### src/rtl/btn_bank_pkg.sv
// Shared types and default parameters for the btn_bank push-button front end.
// Auto-repeat is enabled by defining BTN_BANK_REPEAT_EN.
package btn_bank_pkg;

    typedef enum logic [1:0] {
        IDLE    = 2'd0,
        PRESSED = 2'd1,
        HELD    = 2'd2
    } hold_state_t;

    localparam int DEF_CHANNELS      = 4;
    localparam int DEF_COUNTER_WIDTH = 16;
    localparam int DEF_HOLD_WIDTH    = 8;
    localparam int DEF_HOLD_TICKS    = 200;
    localparam int DEF_REPEAT_TICKS  = 50;

endpackage

### src/rtl/btn_bank_channel.sv
// One button channel: synchroniser, counter debounce, long-press FSM and,
// when BTN_BANK_REPEAT_EN is defined, auto-repeat of press events while held.
module btn_bank_channel
    import btn_bank_pkg::*;
#(
    parameter int COUNTER_WIDTH = DEF_COUNTER_WIDTH,
    parameter int HOLD_WIDTH    = DEF_HOLD_WIDTH,
    parameter int HOLD_TICKS    = DEF_HOLD_TICKS,
    parameter int REPEAT_TICKS  = DEF_REPEAT_TICKS
) (
    input  logic clk,
    input  logic rst,
    input  logic ce,
    input  logic raw,
    output logic level,
    output logic press,
    output logic fall,
    output logic hold
);

    localparam logic [HOLD_WIDTH-1:0] HOLD_MAX    = '1;
    localparam logic [HOLD_WIDTH-1:0] HOLD_TARGET = HOLD_WIDTH'(HOLD_TICKS);

    if (HOLD_TICKS < 1 || HOLD_TICKS > (2 ** HOLD_WIDTH) - 1) begin : g_bad_hold
        $error("btn_bank_channel: HOLD_TICKS out of range");
    end
    if (REPEAT_TICKS < 1 || REPEAT_TICKS > (2 ** HOLD_WIDTH) - 1) begin : g_bad_repeat
        $error("btn_bank_channel: REPEAT_TICKS out of range");
    end

    logic                     sync1_reg;
    logic                     sync2_reg;
    logic                     level_reg;
    logic [COUNTER_WIDTH-1:0] db_cnt_reg;
    logic                     press_reg;
    logic                     fall_reg;
    hold_state_t              state_reg;
    hold_state_t              state_next;
    logic [HOLD_WIDTH-1:0]    hold_cnt_reg;
    logic [HOLD_WIDTH-1:0]    hold_cnt_next;
    logic [HOLD_WIDTH-1:0]    hold_cnt_inc;
    logic                     flip;
    logic                     rise;
    logic                     fall_ev;
    logic                     rep_fire;

    // The debounced level only changes after the counter has run through all
    // 2^COUNTER_WIDTH ticks of a persistent difference.
    assign flip    = ce && (sync2_reg != level_reg) && (db_cnt_reg == '1);
    assign rise    = flip && sync2_reg;
    assign fall_ev = flip && !sync2_reg;

    assign hold_cnt_inc = (hold_cnt_reg == HOLD_MAX) ? hold_cnt_reg
                                                     : hold_cnt_reg + HOLD_WIDTH'(1);

    always_comb begin
        state_next    = state_reg;
        hold_cnt_next = hold_cnt_reg;
        case (state_reg)
            IDLE: begin
                if (rise) begin
                    state_next    = PRESSED;
                    hold_cnt_next = '0;
                end
            end
            PRESSED: begin
                if (fall_ev) begin
                    state_next = IDLE;
                end else if (ce) begin
                    hold_cnt_next = hold_cnt_inc;
                    if (hold_cnt_inc == HOLD_TARGET) begin
                        state_next = HELD;
                    end
                end
            end
            HELD: begin
                if (fall_ev) begin
                    state_next = IDLE;
                end
            end
            default: state_next = IDLE;
        endcase
    end

`ifdef BTN_BANK_REPEAT_EN
    localparam logic [HOLD_WIDTH-1:0] REPEAT_TARGET = HOLD_WIDTH'(REPEAT_TICKS);

    logic [HOLD_WIDTH-1:0] rep_cnt_reg;
    logic [HOLD_WIDTH-1:0] rep_cnt_next;
    logic [HOLD_WIDTH-1:0] rep_cnt_inc;

    assign rep_cnt_inc = rep_cnt_reg + HOLD_WIDTH'(1);

    // Counting only while staying in HELD clears it on entry and on release,
    // and a release tick can never also fire a repeat.
    always_comb begin
        rep_cnt_next = rep_cnt_reg;
        rep_fire     = 1'b0;
        if (state_reg != HELD || state_next != HELD) begin
            rep_cnt_next = '0;
        end else if (ce) begin
            if (rep_cnt_inc == REPEAT_TARGET) begin
                rep_fire     = 1'b1;
                rep_cnt_next = '0;
            end else begin
                rep_cnt_next = rep_cnt_inc;
            end
        end
    end

    always_ff @(posedge clk or posedge rst) begin
        if (rst) begin
            rep_cnt_reg <= '0;
        end else begin
            rep_cnt_reg <= rep_cnt_next;
        end
    end
`else
    assign rep_fire = 1'b0;
`endif

    always_ff @(posedge clk or posedge rst) begin
        if (rst) begin
            sync1_reg    <= 1'b0;
            sync2_reg    <= 1'b0;
            level_reg    <= 1'b0;
            db_cnt_reg   <= '0;
            press_reg    <= 1'b0;
            fall_reg     <= 1'b0;
            state_reg    <= IDLE;
            hold_cnt_reg <= '0;
        end else begin
            sync1_reg <= raw;
            sync2_reg <= sync1_reg;
            if (ce) begin
                if (sync2_reg == level_reg) begin
                    db_cnt_reg <= '0;
                end else if (db_cnt_reg == '1) begin
                    level_reg  <= sync2_reg;
                    db_cnt_reg <= '0;
                end else begin
                    db_cnt_reg <= db_cnt_reg + COUNTER_WIDTH'(1);
                end
            end
            press_reg    <= rise || rep_fire;
            fall_reg     <= fall_ev;
            state_reg    <= state_next;
            hold_cnt_reg <= hold_cnt_next;
        end
    end

    assign level = level_reg;
    assign press = press_reg;
    assign fall  = fall_reg;
    assign hold  = (state_reg == HELD);

endmodule

### src/rtl/btn_bank.sv
// Bank of independent debounced push-button channels with press/release
// events and long-press level; BTN_BANK_REPEAT_EN adds auto-repeat.
module btn_bank
    import btn_bank_pkg::*;
#(
    parameter int CHANNELS      = DEF_CHANNELS,
    parameter int COUNTER_WIDTH = DEF_COUNTER_WIDTH,
    parameter int HOLD_WIDTH    = DEF_HOLD_WIDTH,
    parameter int HOLD_TICKS    = DEF_HOLD_TICKS,
    parameter int REPEAT_TICKS  = DEF_REPEAT_TICKS
) (
    input  logic                clk,
    input  logic                rst,
    input  logic                ce,
    input  logic [CHANNELS-1:0] btn,
    output logic [CHANNELS-1:0] btn_debounced,
    output logic [CHANNELS-1:0] btn_press,
    output logic [CHANNELS-1:0] btn_release,
    output logic [CHANNELS-1:0] btn_hold
);

    if (CHANNELS < 1 || CHANNELS > 32) begin : g_bad_channels
        $error("btn_bank: CHANNELS out of range");
    end

    for (genvar gi = 0; gi < CHANNELS; gi++) begin : g_ch
        btn_bank_channel #(
            .COUNTER_WIDTH (COUNTER_WIDTH),
            .HOLD_WIDTH    (HOLD_WIDTH),
            .HOLD_TICKS    (HOLD_TICKS),
            .REPEAT_TICKS  (REPEAT_TICKS)
        ) u_channel (
            .clk   (clk),
            .rst   (rst),
            .ce    (ce),
            .raw   (btn[gi]),
            .level (btn_debounced[gi]),
            .press (btn_press[gi]),
            .fall  (btn_release[gi]),
            .hold  (btn_hold[gi])
        );
    end

endmodule

### config.mk
export PLATFORM = sky130hd
export DESIGN_NAME = btn_bank
export DESIGN_NICKNAME = d
export VERILOG_FILES = /design/src/rtl/btn_bank_pkg.sv /design/src/rtl/btn_bank_channel.sv /design/src/rtl/btn_bank.sv
export SDC_FILE = /design/constraint.sdc
export NUM_CORES = 1
export LEC_CHECK = 0
export ABC_AREA = 1
export CORE_ASPECT_RATIO = 0.8
export CORE_MARGIN = 2
export CORE_UTILIZATION = 45
export CTS_CLUSTER_DIAMETER = 150
export DETAILED_ROUTE_END_ITERATION = 6
export DONT_BUFFER_PORTS = 1
export PLACE_DENSITY = 0.68
export SYNTH_ARGS = -nofsm -noshare
export SYNTH_HDL_FRONTEND = slang
export SYNTH_SLANG_ARGS = --single-unit
### constraint.sdc
create_clock -name clk -period 4.68 [get_ports clk]
set_input_delay 0.936 -clock clk [delete_from_list [all_inputs] [get_ports clk]]
set_output_delay 0.936 -clock clk [all_outputs]
set_load 0.05 [all_outputs]
# == Yosys cells after proc, flatten, opt, wreduce, memory -nomap -nowiden ==
# Cells that the tools add are included.
# classes
n_addsub,8
n_eq_ne,52
muxes,52
n_bitwise,4
reduce_logical,40
# ops
op,count
16-bit 2-to-1 mux,8
8-bit 2-to-1 mux,16
16-bit by 1-bit adder with 16-bit output (second input constant),4
16-bit == test (second input constant),4
8-bit == test (second input constant),8
8-bit case mux with 2 select lines,4
2-bit 2-to-1 mux,20
8-bit by 1-bit adder with 8-bit output (second input constant),4
4-bit AND reduction,8
2-bit inequality test (second input constant),12
2-bit case mux with 3 select lines,4
1-bit logical AND,16
3-bit by 1-bit inequality test with 1-bit output (second input constant),4
3-bit by 2-bit inequality test with 1-bit output (second input constant),4
3-bit AND reduction,4
2-bit by 1-bit == test with 1-bit output (second input constant),4
2-bit == test (second input constant),4
2-bit logical NOT,4
2-bit by 1-bit inequality test with 1-bit output (second input constant),4
2-bit nonzero test,4
1-bit == test,4
1-bit logical NOT,4
1-bit inequality test,4
1-bit inverter,4
# totals
register_bits,124
in_bits,7
out_inout_bits,16
word_cells,188

# == Logic depth before layout (Yosys ltp) ==
# Gate-level depths: netlist of run 1.
# logic_depth
depth_word,7
ltp_mapped,14
ltp_nobuf,14

# == Cells and area by module ==
# Synthesis of run 1 repeated with hierarchy kept, for this count alone.
# unflattened
hier_cells,1006
area_unflattened_um2,7485.9
# modules_own_cells
mod,n_inst,cells_each,area_each_um2,seq_area_each_um2
btn_bank_channel (g_ch[0].u_channel ...),3,251,1863.0,775.7
btn_bank_channel (g_ch[3].u_channel),1,253,1896.8,775.7

# == Least setup slack after synthesis of run 1 ==
# Ideal clock, no wire load.
# synth_path
path_type,input port to flip-flop
start,in ce
end,reg g_ch[3].u_channel.hold_cnt_reg[0]
setup_time_ns,0.121
arrival_time_ns,1.797
required_time_ns,4.559
slack_ns,2.762
stages,8
path_buffers,1
cell_sequence,o21ai_1 > a21oi_4 > nand3_1 > nand2_1 > nand3_2 > buf_6 > nand2_1 > o21ai_1
# synth_between
elab_chain_len,5
elab_cells_between_ends,8
cone_classes,3 x eq/ne; 5 x reduce/logical
# synth_lines
element,line,source
from (decl),btn_bank.sv:14,"input logic ce,"
1-bit logical AND (2 in series),btn_bank_channel.sv:49,assign flip = ce && (sync2_reg != level_reg) && (db_cnt_reg == '1);
1-bit logical AND (on tied branches),"btn_bank_channel.sv:51, btn_bank_channel.sv:50",
2-bit inequality test (no line) / 2-bit by 1-bit inequality test with 1-bit output (equally long branches),-,
4-bit AND reduction (no line) *,-,
to (signal assigned),btn_bank_channel.sv:148,hold_cnt_reg <= hold_cnt_next;
to (decl),btn_bank_channel.sv:39,logic [HOLD_WIDTH-1:0] hold_cnt_reg;
# Every way passes the cells marked *; elsewhere a longest branch is shown, timed or not.
# A chain may end at the register's enable or synchronous reset.

# == Worst setup path in the final report of run 1 ==
# layout_path
start,reg g_ch[0].u_channel.state_reg[0]
end,out btn_hold[0]
# layout_between
elab_chain_len,1
# layout_lines
element,line,source
from (decl),btn_bank_channel.sv:37,hold_state_t state_reg;
from (signal assigned),btn_bank_channel.sv:147,state_reg <= state_next;
2-bit == test,btn_bank_channel.sv:155,assign hold = (state_reg == HELD);
to (decl),btn_bank.sv:19,output logic [CHANNELS-1:0] btn_hold
# Every way passes these cells.

==> results of run 1 <==
per-layer routing:
metal	vias to the layer above	GRT usage (%)	wire, um
li1	3129	-	-
met1	2762	25.30	7588
met2	94	25.96	6125
met3	23	5.405	589
met4	0	6.130	266
met5	-	0	0
worst paths after layout:
check                                                           startpoint                                            end  slack (ns)
worst max-delay path            g_ch[0].u_channel.state_reg[0]$_DFFE_PP0P_                                    btn_hold[0]        2.07
worst min-delay path                 g_ch[0].u_channel.sync1_reg$_DFF_PP0_          g_ch[0].u_channel.sync2_reg$_DFF_PP0_        0.35
worst max register to register         g_ch[3].u_channel.level$_DFFE_PP0N_  g_ch[3].u_channel.hold_cnt_reg[5]$_DFFE_PP0P_        2.51
worst min register to register       g_ch[0].u_channel.sync1_reg$_DFF_PP0_          g_ch[0].u_channel.sync2_reg$_DFF_PP0_        0.35
max in group asynchronous                                              rst   g_ch[3].u_channel.db_cnt_reg[12]$_DFFE_PP0P_        3.23
min in group asynchronous                                              rst    g_ch[1].u_channel.db_cnt_reg[1]$_DFFE_PP0P_        0.56
power by group through the flow:
stage	Sequential (mW)	Clock [mW]	Combinational, mW
3_3_place_gp	1.14	0	0.111
4_1_cts	1.12	1.47	0.113
3_5_place_dp	1.14	0	0.113
2_1_floorplan	1.14	0	0.0942
6_report	1.13	1.45	0.110
5_1_grt	1.13	1.52	0.130
cell usage after synthesis (all sizes together):
library cell  number  area share (%)
a21boi             3            0.41
a21oi             26             2.1
a22o               2            0.24
a22oi              1            0.10
a2bb2oi            2            0.24
a31oi              2            0.17
and2               1           0.085
buf               23             2.4
clkbuf             6            0.30
clkinv             2            0.14
dfrtp            124              42
ha                 8             1.4
inv              120             6.1
nand2            274              15
nand3             76             6.1
nand3b             5            0.51
nand4             37             3.2
nor2              98             6.0
nor3              14             1.2
o211ai             1            0.10
o21a               1            0.10
o21ai             70             5.1
o21bai             5            0.51
o22ai             24             2.0
o31ai              2            0.20
or2                2            0.17
xnor2              9             1.1
xor2              30             3.5
through the flow:
step                      total power [mW]  worst slack, ns  hold slack, ns  cells
after floorplan                      1.232           0.4448          0.3312    968
after global placement               1.253            2.277          0.3341   1155
after detailed placement             1.256            2.224          0.3397   1155
after CTS                            2.710            2.042          0.3490   1186
after global routing                 2.782            2.014          0.3525   1186
final                                2.683            2.072          0.3466   1186
kinds of logic (layout without fill, tap and decap cells):
| group | count (synthesis) | after routing | synth area share (%) |
|---|---|---|---|
| AOI/OAI and AO/OA | 139 | 139 | 11.34 |
| xor gates and xnor gates | 39 | 39 | 4.613 |
| adders and majority gates | 8 | 8 | 1.352 |
| buffers and inverters | 151 | 154 | 8.956 |
| DFF | 124 | 124 | 41.91 |
| and+or+nand+nor | 507 | 507 | 31.84 |
cell type report:
| type | count | area [um^2] |
|---|---|---|
| Fill cell | 1486 | 7823 |
| Tap cell | 215 | 269.0 |
| Clock buffer | 25 | 515.5 |
| Inverter | 122 | 467.9 |
| Timing Repair Buffer | 1 | 7.507 |
| Sequential cell | 124 | 3103 |
| Clock inverter | 6 | 130.1 |
| Multi-Input combinational cell | 693 | 3638 |
==> reports/summary.txt, run 1 <==
status - complete, no violations
DRC - 0
Worst Hold Depth - 0
Max transition margin - 30.85%
Final Critical Period - 2.608 ns
clock buffer depth - 2
Final nets - 974
crit-path cells - nor2_1
Initial Utilization - 46.41%
Avg Cell Area, Syn - 7.649 um^2
CTS tree - yes
commonest non-fill, non-tap cell in the layout - nand2_1
number of DRC markers in iteration 0 - 335
I/O pin cnt - 23
library cells used by synthesis - 48
Final Instance Area - 8132 um^2
Gate Count Post-Synth - 968
Post-CTS Hold Buffers - 0
vias in the first global route - 5509
Critical Path Stages - 1
sequential share of power - 41.9%
drt total wl - 14570 um
Top delay family on crit path - simple AND/OR/NAND/NOR gates
die area - 17500 um^2
Int Pwr - 2.108 mW
PD cells - 329.9 nW/um^2
CTS Root Cell - clkbuf_16
CP startpoint kind - register
largest net degree at the start of global routing - 95
period utilization - 55.73%
combinational cell fraction of total power - 4.1%
initial antenna violation count - 0
LEAKAGE - 3.662 nW
Area after DPL - 7486 um^2
post-layout util - 50.97%
final hold violation count - 0
yosys warns - 0
hpwl dp - 9661 um
Via-to-Cell Ratio - 5.066
Setup violations, final - 0
Placeable Area - 15950 um^2
min-delay worst type - reg2reg
Seq/Total Area, Yosys - 41.91%
CTS Buf Count - 17
worst ir drop on vdd - 0.0002248 V
max-capacitance violation count - 0
die width - 147.4 um
Critical Path Fanout Max - 6
chip height - 118.7 um
DR vias - 6008
Fin Setup TNS - 0 ns
P_sw - 0.5749 mW
FF+latch count, synth - 124
fin. max-slew vios - 0
Mapped Area - 7405 um^2
max FFs per register - 64
switch share - 21.43%
most frequent cells in the layout - nand2_1, dfrtp_1, inv_1
n_diodes - 0
# rows - 41
total grt overflow - 0
Crit-path slowest cell - nor2_1
GP Congestion - 0.8158
Tightest Pin Transition - 1.033 ns
WP buf/inv - 0
first-pass GRT wire length - 25500 um
Routed WL per cell - 12.28 um
Clock Power Share - 54.0%
post-CTS sizing - 0
Clock Skew - 0.01087 ns
Skew-Pair Late Insertion Delay - 0.44 ns
post-synth net total - 983
RSZ-0062 raised after global routing - false
CTS Sinks - 124
WS Path Type - reg2out
Setup crit end kind - primary output
input/output buffers - 0
Clock transition at path regs - 0.06 ns
R2R cell count - 7
CTS H-Tree Depth - 4
share of cells above drive strength 1 - 10.81%
Peak Freq - 383.4 MHz
crit path DAT - 1.67 ns
Crit path required time - 3.74 ns
TritonRoute pass-1 iters - 5
Total Routing Usage GR - 17.86%
Setup Fix Bufs, Post-CTS - 0
post-route ant nets - 0
CP peak stage delay - 0.79 ns
Syn-to-layout area delta - 9.818%
(Power assumes the default switching activity.)
==> run 2, diff against run 1 <==
PLACE_DENSITY = 0.7   (was 0.68)
clock period = 2.2 ns   (was 4.68 ns; I/O delays follow)
==> run 2 against run 1 <==
  * Combinational power grew 130%
  * Sequential power grew 110%
  * Global-route usage grew 0.34 points
  * Clock power grew 120%
  * Routed wire length grew 1.7%
  * Sequential cell count is the same
  * Utilization grew 1.1 points
==> reports/summary.txt, run 2 (synthesis gave the netlist of run 1 again) <==
status - complete, no violations (unchanged)
WP buf/inv - 1 (was 0)
CP peak stage delay - 0.38 ns (was 0.79 ns)
Setup violations, final - 0 (unchanged)
CTS tree - yes (unchanged)
GP Congestion - 0.8472 (was 0.8158)
total grt overflow - 0 (unchanged)
max-capacitance violation count - 0 (unchanged)
CTS Root Cell - clkbuf_16 (unchanged)
combinational cell fraction of total power - 4.4% (was 4.1%)
Final Critical Period - 1.909 ns
PD cells - 695.6 nW/um^2 (was 329.9 nW/um^2)
Clock Skew - 0.008264 ns (was 0.01087 ns)
Crit path top cell by count - nand2_1
input/output buffers - 0 (unchanged)
drt total wl - 14820 um (was 14570 um)
most frequent cells in the layout - nand2_1, dfrtp_1, inv_1 (unchanged)
fin cells - 1206 (was 1186)
number of DRC markers in iteration 0 - 332 (was 335)
Placeable Area - 15950 um^2 (unchanged)
Crit path required time - 2.50 ns (was 3.74 ns)
Clock transition at path regs - 0.06 ns (about the same)
fin. max-slew vios - 0 (unchanged)
TritonRoute pass-1 iters - 5 (unchanged)
Clock Power Share - 54.2% (was 54.0%)
die area - 17500 um^2 (unchanged)
Max transition margin - 65.93% (was 30.85%)
Int Pwr - 4.529 mW (was 2.108 mW)
Top delay family on crit path - simple AND/OR/NAND/NOR gates (unchanged)
vias in the first global route - 5799 (was 5509)
Fin Setup TNS - 0 ns (unchanged)
Syn-to-layout area delta - 12.22% (was 9.818%)
CTS H-Tree Depth - 4 (unchanged)
commonest non-fill, non-tap cell in the layout - nand2_1 (unchanged)
min-delay worst type - in2reg (was reg2reg)
# rows - 41 (unchanged)
crit-path cells - ha_1 > nand2_1 > nor2_2 > nand2_1 > nor2_2 > nand2_1 > nor2_2 > nand2_1 > nand2_4 > inv_2 > a22o_1 (was nor2_1)
Tightest Pin Transition - 0.5100 ns (was 1.033 ns)
Final nets - 993 (was 974)
crit path DAT - 2.21 ns (was 1.67 ns)
clock buffer depth - 2 (unchanged)
I/O pin cnt - 23 (unchanged)
largest net degree at the start of global routing - 43 (was 95)
Crit-path slowest cell - dfrtp_1 (was nor2_1)
DRC - 0 (unchanged)
chip height - 118.7 um (unchanged)
RSZ-0062 raised after global routing - false (unchanged)
WS Path Type - reg2reg (was reg2out)
WHS - 0.04625 ns (was 0.3466 ns)
sequential share of power - 41.4% (was 41.9%)
hpwl dp - 10350 um (was 9661 um)
CP startpoint kind - register (unchanged)
period utilization - 86.75%
Peak Freq - 523.9 MHz
Skew-Pair Late Insertion Delay - 0.42 ns (was 0.44 ns)
Critical Path Fanout Max - 10 (was 6)
LEAKAGE - 3.759 nW (was 3.662 nW)
Total Routing Usage GR - 18.20% (was 17.86%)
switch share - 21.64% (was 21.43%)
max FFs per register - 64 (unchanged)
post-route ant nets - 0 (unchanged)
Placed Cells - 1173 (was 1155)
die width - 147.4 um (unchanged)
CTS Buf Count - 17 (unchanged)
P_sw - 1.251 mW (was 0.5749 mW)
DR vias - 6128 (was 6008)
first-pass GRT wire length - 26230 um (was 25500 um)
Initial Utilization - 46.41% (unchanged)
post-layout util - 52.08% (was 50.97%)
Via-to-Cell Ratio - 5.081 (was 5.066)
final hold violation count - 0 (unchanged)
CTS Sinks - 124 (unchanged)
Setup crit end kind - register (was primary output)
share of cells above drive strength 1 - 12.51% (was 10.81%)
Routed WL per cell - 12.29 um (was 12.28 um)
initial antenna violation count - 0 (unchanged)
worst ir drop on vdd - 0.0005833 V (was 0.0002248 V)
Power Total - 5.780 mW (was 2.683 mW)
n_diodes - 0 (unchanged)
run 2: per-stage QoR:
step	cell area [um^2]	setup slack [ns]
floorplan	7408	0.2347
global placement	7632	0.3101
detailed placement	7632	0.2266
CTS	8302	0.2067
global route	8309	0.06730
finish	8309	0.2914
run 2: layout make-up:
| class | count | area (um^2) |
|---|---|---|
| clock buffers | 22 | 474.2 |
| clock inverters | 10 | 185.2 |
| fillers | 1494 | 7645 |
| inverters | 122 | 466.7 |
| multi-input cells | 693 | 3646 |
| flip-flops and latches | 124 | 3103 |
| well taps | 215 | 269.0 |
| repair buffers | 20 | 165.2 |
run 2: path summary, 6_finish.rpt:
kind                                                        startpoint                                     endpoint  slack [ns]  cells past startpoint
max                        g_ch[1].u_channel.db_cnt_reg[0]$_DFFE_PP0P_  g_ch[1].u_channel.db_cnt_reg[1]$_DFFE_PP0P_        0.29                     11
min in group asynchronous                                          rst             g_ch[1].u_channel.fall$_DFF_PP0_        0.54                      2
min reg2reg                      g_ch[3].u_channel.sync1_reg$_DFF_PP0_        g_ch[3].u_channel.sync2_reg$_DFF_PP0_        0.35                      0
max reg2reg                g_ch[1].u_channel.db_cnt_reg[0]$_DFFE_PP0P_  g_ch[1].u_channel.db_cnt_reg[1]$_DFFE_PP0P_        0.29                     11
max in group asynchronous                                          rst   g_ch[2].u_channel.state_reg[0]$_DFFE_PP0P_        0.96                      3
min                                                             btn[3]        g_ch[3].u_channel.sync1_reg$_DFF_PP0_        0.05                      0
run 2: power groups by stage:
stage / Combinational (mW) / Clock (mW) / Sequential, mW
final: 0.252 / 3.14 / 2.39
after global routing: 0.296 / 3.30 / 2.40
after CTS: 0.258 / 3.20 / 2.39
after detailed placement: 0.254 / 0 / 2.43
after global placement: 0.247 / 0 / 2.43
after floorplan: 0.201 / 0 / 2.42
run 2: timing repair:
| item | in CTS | in global routing |
|---|---|---|
| hold buffers | 1 | 0 |
| resized for setup | 0 | 1 |
| endpoints found under the setup margin | 0 | 2 |
| hold endpoints to repair | 17 | 0 |
| setup buffers | 0 | 0 |
run 2: routing by layer:
layer	up-vias	share of wire (%)	track usage [%]
met5	-	0	0
met4	0	0.79	6.190
met3	11	3.8	4.440
met2	98	42	27.13
met1	2836	53	25.91
li1	3183	-	-
